### src/rtl/sd_spi_cmd_ctrl.sv
// SD-card command controller in SPI mode: drives an Avalon SPI core to run the power-up
// clocking, then sends one 6-byte command per request and returns the R1 byte.
module sd_spi_cmd_ctrl #(
  parameter int DUMMY_BYTES  = 10,
  parameter int RESP_TIMEOUT = 8
) (
  input  logic        CLOCK_50,
  input  logic        reset,
  input  logic        cmd_valid,
  output logic        cmd_ready,
  input  logic [5:0]  cmd_index,
  input  logic [31:0] cmd_arg,
  input  logic [6:0]  cmd_crc,
  output logic        rsp_valid,
  output logic [7:0]  rsp_data,
  output logic        rsp_timeout,
  output logic        init_done,
  output logic        busy,
  output logic        av_chipselect,
  output logic [2:0]  av_address,
  output logic        av_read_n,
  output logic        av_write_n,
  output logic [15:0] av_writedata,
  input  logic [15:0] av_readdata,
  output logic [3:0]  dbg_state,
  output logic [3:0]  dbg_xfer
);

  // Handshake: a command is taken on a cycle where cmd_valid && cmd_ready; cmd_ready is only
  // high in IDLE after init, and rsp_valid is a single-cycle strobe with no back-pressure.

  localparam int CNT_A   = (DUMMY_BYTES > RESP_TIMEOUT) ? DUMMY_BYTES : RESP_TIMEOUT;
  localparam int CNT_MAX = (CNT_A > 6) ? CNT_A : 6;
  localparam int CW      = $clog2(CNT_MAX + 1);

  localparam logic [2:0] REG_RXDATA = 3'd0;
  localparam logic [2:0] REG_TXDATA = 3'd1;
  localparam logic [2:0] REG_STATUS = 3'd2;
  localparam logic [2:0] REG_CTRL   = 3'd3;
  localparam logic [2:0] REG_SSEL   = 3'd5;

  typedef enum logic [3:0] {
    INIT_SS0, INIT_DUMMY, INIT_SS1, IDLE, CMD_SSO,
    CMD_TX, CMD_RESP, CMD_REL, CMD_TRAIL, DONE
  } top_t;

  // Each xfer value names what is on the bus during that cycle.
  typedef enum logic [3:0] {
    X_START, X_REGWR, X_POLL_T, X_CHK_T, X_WR, X_POLL_R, X_CHK_R, X_RD, X_CAP
  } xfer_t;

  top_t          state;
  xfer_t         xs;
  logic [CW-1:0] byte_cnt;
  logic [5:0]    idx_q;
  logic [31:0]   arg_q;
  logic [6:0]    crc_q;
  logic [7:0]    r1_q;
  logic          to_q;
  logic [7:0]    tx_byte;
  logic [15:0]   reg_wdata;
  logic [2:0]    tx_sel;
  logic          unused_rd_hi;

  assign dbg_state    = state;
  assign dbg_xfer     = xs;
  assign tx_sel       = byte_cnt[2:0];
  assign unused_rd_hi = ^av_readdata[15:8];

  always_comb begin
    tx_byte   = 8'hFF;
    reg_wdata = 16'h0000;
    if (state == CMD_TX) begin
      case (tx_sel)
        3'd0:    tx_byte = {2'b01, idx_q};
        3'd1:    tx_byte = arg_q[31:24];
        3'd2:    tx_byte = arg_q[23:16];
        3'd3:    tx_byte = arg_q[15:8];
        3'd4:    tx_byte = arg_q[7:0];
        3'd5:    tx_byte = {crc_q, 1'b1};
        default: tx_byte = 8'hFF;
      endcase
    end
    if (state == INIT_SS1) reg_wdata = 16'h0001;
    else if (state == CMD_SSO) reg_wdata = 16'h0400;
  end

  always_ff @(posedge CLOCK_50 or posedge reset) begin
    if (reset) begin
      state         <= INIT_SS0;
      xs            <= X_START;
      byte_cnt      <= '0;
      idx_q         <= '0;
      arg_q         <= '0;
      crc_q         <= '0;
      r1_q          <= 8'hFF;
      to_q          <= 1'b0;
      av_chipselect <= 1'b0;
      av_read_n     <= 1'b1;
      av_write_n    <= 1'b1;
      av_address    <= 3'd0;
      av_writedata  <= 16'h0000;
      cmd_ready     <= 1'b0;
      rsp_valid     <= 1'b0;
      rsp_data      <= 8'hFF;
      rsp_timeout   <= 1'b0;
      init_done     <= 1'b0;
      busy          <= 1'b1;
    end else begin
      av_chipselect <= 1'b0;
      av_read_n     <= 1'b1;
      av_write_n    <= 1'b1;
      rsp_valid     <= 1'b0;
      case (xs)
        X_START: begin
          case (state)
            INIT_SS0, INIT_SS1, CMD_SSO, CMD_REL: begin
              av_chipselect <= 1'b1;
              av_write_n    <= 1'b0;
              av_address    <= (state == CMD_SSO || state == CMD_REL) ? REG_CTRL : REG_SSEL;
              av_writedata  <= reg_wdata;
              xs            <= X_REGWR;
            end
            INIT_DUMMY, CMD_TX, CMD_RESP, CMD_TRAIL: begin
              av_chipselect <= 1'b1;
              av_read_n     <= 1'b0;
              av_address    <= REG_STATUS;
              xs            <= X_POLL_T;
            end
            IDLE: if (cmd_valid && cmd_ready) begin
              idx_q     <= cmd_index;
              arg_q     <= cmd_arg;
              crc_q     <= cmd_crc;
              cmd_ready <= 1'b0;
              busy      <= 1'b1;
              state     <= CMD_SSO;
            end
            DONE: begin
              state     <= IDLE;
              cmd_ready <= 1'b1;
              busy      <= 1'b0;
            end
            default: ;
          endcase
        end
        X_REGWR: begin
          xs       <= X_START;
          byte_cnt <= '0;
          case (state)
            INIT_SS0: state <= INIT_DUMMY;
            INIT_SS1: begin
              state     <= IDLE;
              init_done <= 1'b1;
              cmd_ready <= 1'b1;
              busy      <= 1'b0;
            end
            CMD_SSO:  state <= CMD_TX;
            CMD_REL:  state <= CMD_TRAIL;
            default:  state <= state;
          endcase
        end
        X_POLL_T: xs <= X_CHK_T;
        X_CHK_T: begin
          av_chipselect <= 1'b1;
          if (av_readdata[6]) begin
            av_write_n   <= 1'b0;
            av_address   <= REG_TXDATA;
            av_writedata <= {8'h00, tx_byte};
            xs           <= X_WR;
          end else begin
            av_read_n  <= 1'b0;
            av_address <= REG_STATUS;
            xs         <= X_POLL_T;
          end
        end
        X_WR: begin
          av_chipselect <= 1'b1;
          av_read_n     <= 1'b0;
          av_address    <= REG_STATUS;
          xs            <= X_POLL_R;
        end
        X_POLL_R: xs <= X_CHK_R;
        X_CHK_R: begin
          av_chipselect <= 1'b1;
          av_read_n     <= 1'b0;
          av_address    <= av_readdata[7] ? REG_RXDATA : REG_STATUS;
          xs            <= av_readdata[7] ? X_RD : X_POLL_R;
        end
        X_RD: xs <= X_CAP;
        X_CAP: begin
          xs <= X_START;
          case (state)
            INIT_DUMMY:
              if (byte_cnt == CW'(DUMMY_BYTES - 1)) begin
                state    <= INIT_SS1;
                byte_cnt <= '0;
              end else byte_cnt <= byte_cnt + CW'(1);
            CMD_TX:
              if (byte_cnt == CW'(5)) begin
                state    <= CMD_RESP;
                byte_cnt <= '0;
              end else byte_cnt <= byte_cnt + CW'(1);
            CMD_RESP:
              if (!av_readdata[7]) begin
                r1_q     <= av_readdata[7:0];
                to_q     <= 1'b0;
                state    <= CMD_REL;
                byte_cnt <= '0;
              end else if (byte_cnt == CW'(RESP_TIMEOUT - 1)) begin
                r1_q     <= 8'hFF;
                to_q     <= 1'b1;
                state    <= CMD_REL;
                byte_cnt <= '0;
              end else byte_cnt <= byte_cnt + CW'(1);
            CMD_TRAIL: begin
              state       <= DONE;
              rsp_valid   <= 1'b1;
              rsp_data    <= r1_q;
              rsp_timeout <= to_q;
            end
            default: state <= state;
          endcase
        end
        default: xs <= X_START;
      endcase
    end
  end

endmodule

### config.mk
export PLATFORM = sky130hd
export DESIGN_NAME = sd_spi_cmd_ctrl
export DESIGN_NICKNAME = d
export VERILOG_FILES = /design/src/rtl/sd_spi_cmd_ctrl.sv
export SDC_FILE = /design/constraint.sdc
export NUM_CORES = 1
export LEC_CHECK = 0
export BUFFER_PORTS_ARGS = -buffer_cell sky130_fd_sc_hd__buf_2
export CORE_MARGIN = 1
export CORE_UTILIZATION = 42
export DETAILED_ROUTE_END_ITERATION = 6
export PLACE_DENSITY = 0.65
export SETUP_SLACK_MARGIN = 0.02
export SKIP_CTS_REPAIR_TIMING = 1
export SYNTH_ARGS = -nofsm -noshare
export SYNTH_HDL_FRONTEND = slang
export SYNTH_SLANG_ARGS = --single-unit
### constraint.sdc
create_clock -name CLOCK_50 -period 7.95 [get_ports CLOCK_50]
set_clock_uncertainty 0.1 [all_clocks]
set_input_delay 1.59 -clock CLOCK_50 [delete_from_list [all_inputs] [get_ports CLOCK_50]]
set_output_delay 1.59 -clock CLOCK_50 [all_outputs]
set_load 0.01 [all_outputs]
==> metrics.md <==
| Metric | Value |
|---|---|
| Leading register cell type out of synthesis | dfrtp_1 |
| Final WS setup | 4.66 ns |
| Synth Warn # | 0 |
| Dominant cell type by area after synthesis | dfrtp_1 |
| Count of pins over their slew limit | 0 |
| Via count | 3266 |
| Post-Place Setup Slack | 4.29 ns |
| Max incr delay on CP | 0.88 ns |
| WP buf/inv | 1 |
| FILL cells | 1021 |
| Routed Antenna Nets | 0 |
| Avg Cell Area, Syn | 12.4 sq um |
| Fmax | 0.304 GHz |
| Core area | 10800 sq um |
| Lkg Pwr | 2.62 nW |
| Post-synth top cells | 75 x dfrtp_1, 38 x mux2_2, 28 x mux2_4 |
| Pre-Repair DR Iteration Count | 4 |
| Most common cell in the synthesized netlist | dfrtp_1 |
| Synth top area cells | dfrtp_1 40%, dfstp_2 11%, mux2_2 9.1%, mux2_4 9.0%, a21oi_1 1.7% |
| Diodes inserted | 0 |
| Clock Sinks | 94 |
| Final wirelength | 9.97 mm |
| Max Cap Viol | 0 |
| H-tree levels | 3 |
| Sequential element share of the synthesized area | 0.507 |
| Top Ports | 107 |
| Setup Crit Path Kind | in -> reg |
| Root Buffer | clkbuf_8 |
| Largest net degree at the start of global routing | 69 |
| Pin slew with the least headroom to its limit | 0.860 ns |
| Final period utilization | 0.414 |
| Synthesized cell area | 4690 sq um |
| #FFs+latches synth | 94 |
| Drt via density | 5.45 |
| Proportion of layout cells with a drive suffix above 1 | 0.447 |
| Die Y | 108 um |
| Final nets | 524 |
| Die width | 108 um |
| Std-Cell Rows | 38 |
| Initial core utilization | 0.432 |
| Status | completed |
| Hold depth | 1 |
| Die area | 11600 sq um |
| Mapped Cells | 377 |
| Initial antenna violation count | 0 |
| Peak VDD IR | 0.000106 V |
| Dpl hpwl | 6.93 mm |
| RSZ-0062 raised after global routing | false |
| Critical path endpoint category | flip-flop |
| Grt ovf | 0 |
| Final min period | 3.29 ns |
| Hold Fails Final Rpt | 0 |
| Power Dens Cells | 262 nW/um^2 |
| Vias in the first global route | 3271 |
| CTS tree | done |
| Crit-path cells | buf_2 > nand4b_1 > a211o_1 > or4b_4 > mux2_4 |
| Synth cell types | 64 |
| Worst-Skew Late Latency | 0.36 ns |
| Final setup viols | 0 |
| Global-route wire length before repair | 16.2 mm |
| Worst path required time | 8.10 ns |
| Post-synth ARST share | 1.00 |
| Clock-pin slew on the worst setup and hold paths | 0.09 ns |
| Slew headroom | 0.426 |
| Largest delay share family, worst path | simple AND/OR/NAND/NOR gates |
| DR iter-0 viols | 136 |
| Clock Path Buffers | 2 |
| Layout Utilization | 0.492 |
| Hold Crit Class | reg -> reg |
| Startpoint types | input pin |
| CP max FO | 47 |
| Post-DR wirelength/cell | 16.6 um |
| Area Growth Syn to Fin | 13.9% |
| Fin Setup TNS | 0 ns |
| All-Layer GR Usage | 0.183 |
| CTS Buf Count | 9 |
| # port buffers | 91 |
| Final RePlAce weighted congestion | 0.818 |
| Worst Path Arrival | 3.44 ns |
| Yosys top cell area share | 0.400 |
| Post-route DRC | 0 |
| CP max-delay cell | or4b_4 |
| Reg2reg path depth | 5 |
| WP depth | 5 |
| Post-synth EDFFs | 0 |
per-stage QoR:
| stage | hold slack [ns] | instances | cell area (sq um) | power (mW) |
|---|---|---|---|---|
| 5_1_grt | 0.397 | 599 | 5340 | 1.49 |
| 4_1_cts | 0.373 | 599 | 5340 | 1.41 |
| 6_report | 0.367 | 599 | 5340 | 1.40 |
| 3_3_place_gp | 0.348 | 583 | 5160 | 1.10 |
| 2_1_floorplan | 0.373 | 383 | 4710 | 0.982 |
| 3_5_place_dp | 0.348 | 583 | 5160 | 1.12 |
placed cells by master (no fill, tap or decap), types with 4 or more instances in the layout:
cell / n
o21ai_0: 15
clkbuf_8: 11
a21o_1: 4
mux2_4: 28
dfrtp_1: 75
a22oi_1: 5
o22a_1: 8
buf_2: 91
a221oi_1: 4
inv_1: 12
mux2_2: 38
a21oi_1: 16
nand2_1: 14
conb_1: 7
dfstp_2: 19
ha_1: 6
o2bb2ai_1: 6
nor2b_1: 4
a32oi_1: 6
nor2_1: 11
nor3_1: 6
flip-flops by register name, summed over array words and instances, names as in the netlist, 4 cells and up:
register / count
arg_q: 32
av_writedata: 9
byte_cnt: 4
crc_q: 7
dbg_state: 4
dbg_xfer: 4
idx_q: 6
r1_q: 8
rsp_data: 8
path summary, 6_finish.rpt:
| check | to | slack [ns] | startpoint |
|---|---|---|---|
| setup / recovery | crc_q[2] | 4.66 | cmd_valid |
| hold / removal | init_done | 0.37 | init_done |
| setup reg to reg | dbg_state[1] | 5.04 | byte_cnt[2] |
| hold reg to reg | init_done | 0.37 | init_done |
| max in group asynchronous | dbg_state[3] | 5.40 | reset |
| min in group asynchronous | dbg_xfer[0] | 1.12 | reset |
cell type report:
class | instances | area [sq um] | area share
clock buffers | 12 | 155 | 0.0291
clock inverters | 4 | 21.3 | 0.00398
inverters | 14 | 53.8 | 0.0101
multi-input cells | 242 | 2090 | 0.391
flip-flops and latches | 94 | 2380 | 0.445
well taps | 140 | 175 | 0.0328
repair buffers | 93 | 470 | 0.0881
layer usage:
metal	track usage	part of all wire	wire, um	up-vias
met1	0.241	0.45	4510	1625
met3	0.0527	0.059	590	13
met5	0	0	0	-
li1	-	-	-	1537
met4	0.0714	0.013	129	0
met2	0.283	0.48	4740	91
logic make-up after synthesis:
| logic type | share of synthesized area |
|---|---|
| simple gates | 0.0878 |
| xor+xnor | 0.00187 |
| mux | 0.187 |
| buf+inv | 0.0529 |
| compound gates | 0.146 |
| fa+ha+maj | 0.0160 |
| flops | 0.507 |
| other cells | 0.000800 |
power by group:
group,internal [mW],total [mW],switching (mW)
clock network,0.129,0.291,0.162
logic,0.214,0.436,0.222
registers,0.563,0.671,0.108
No activity file was read; power rests on OpenSTA's default activity.
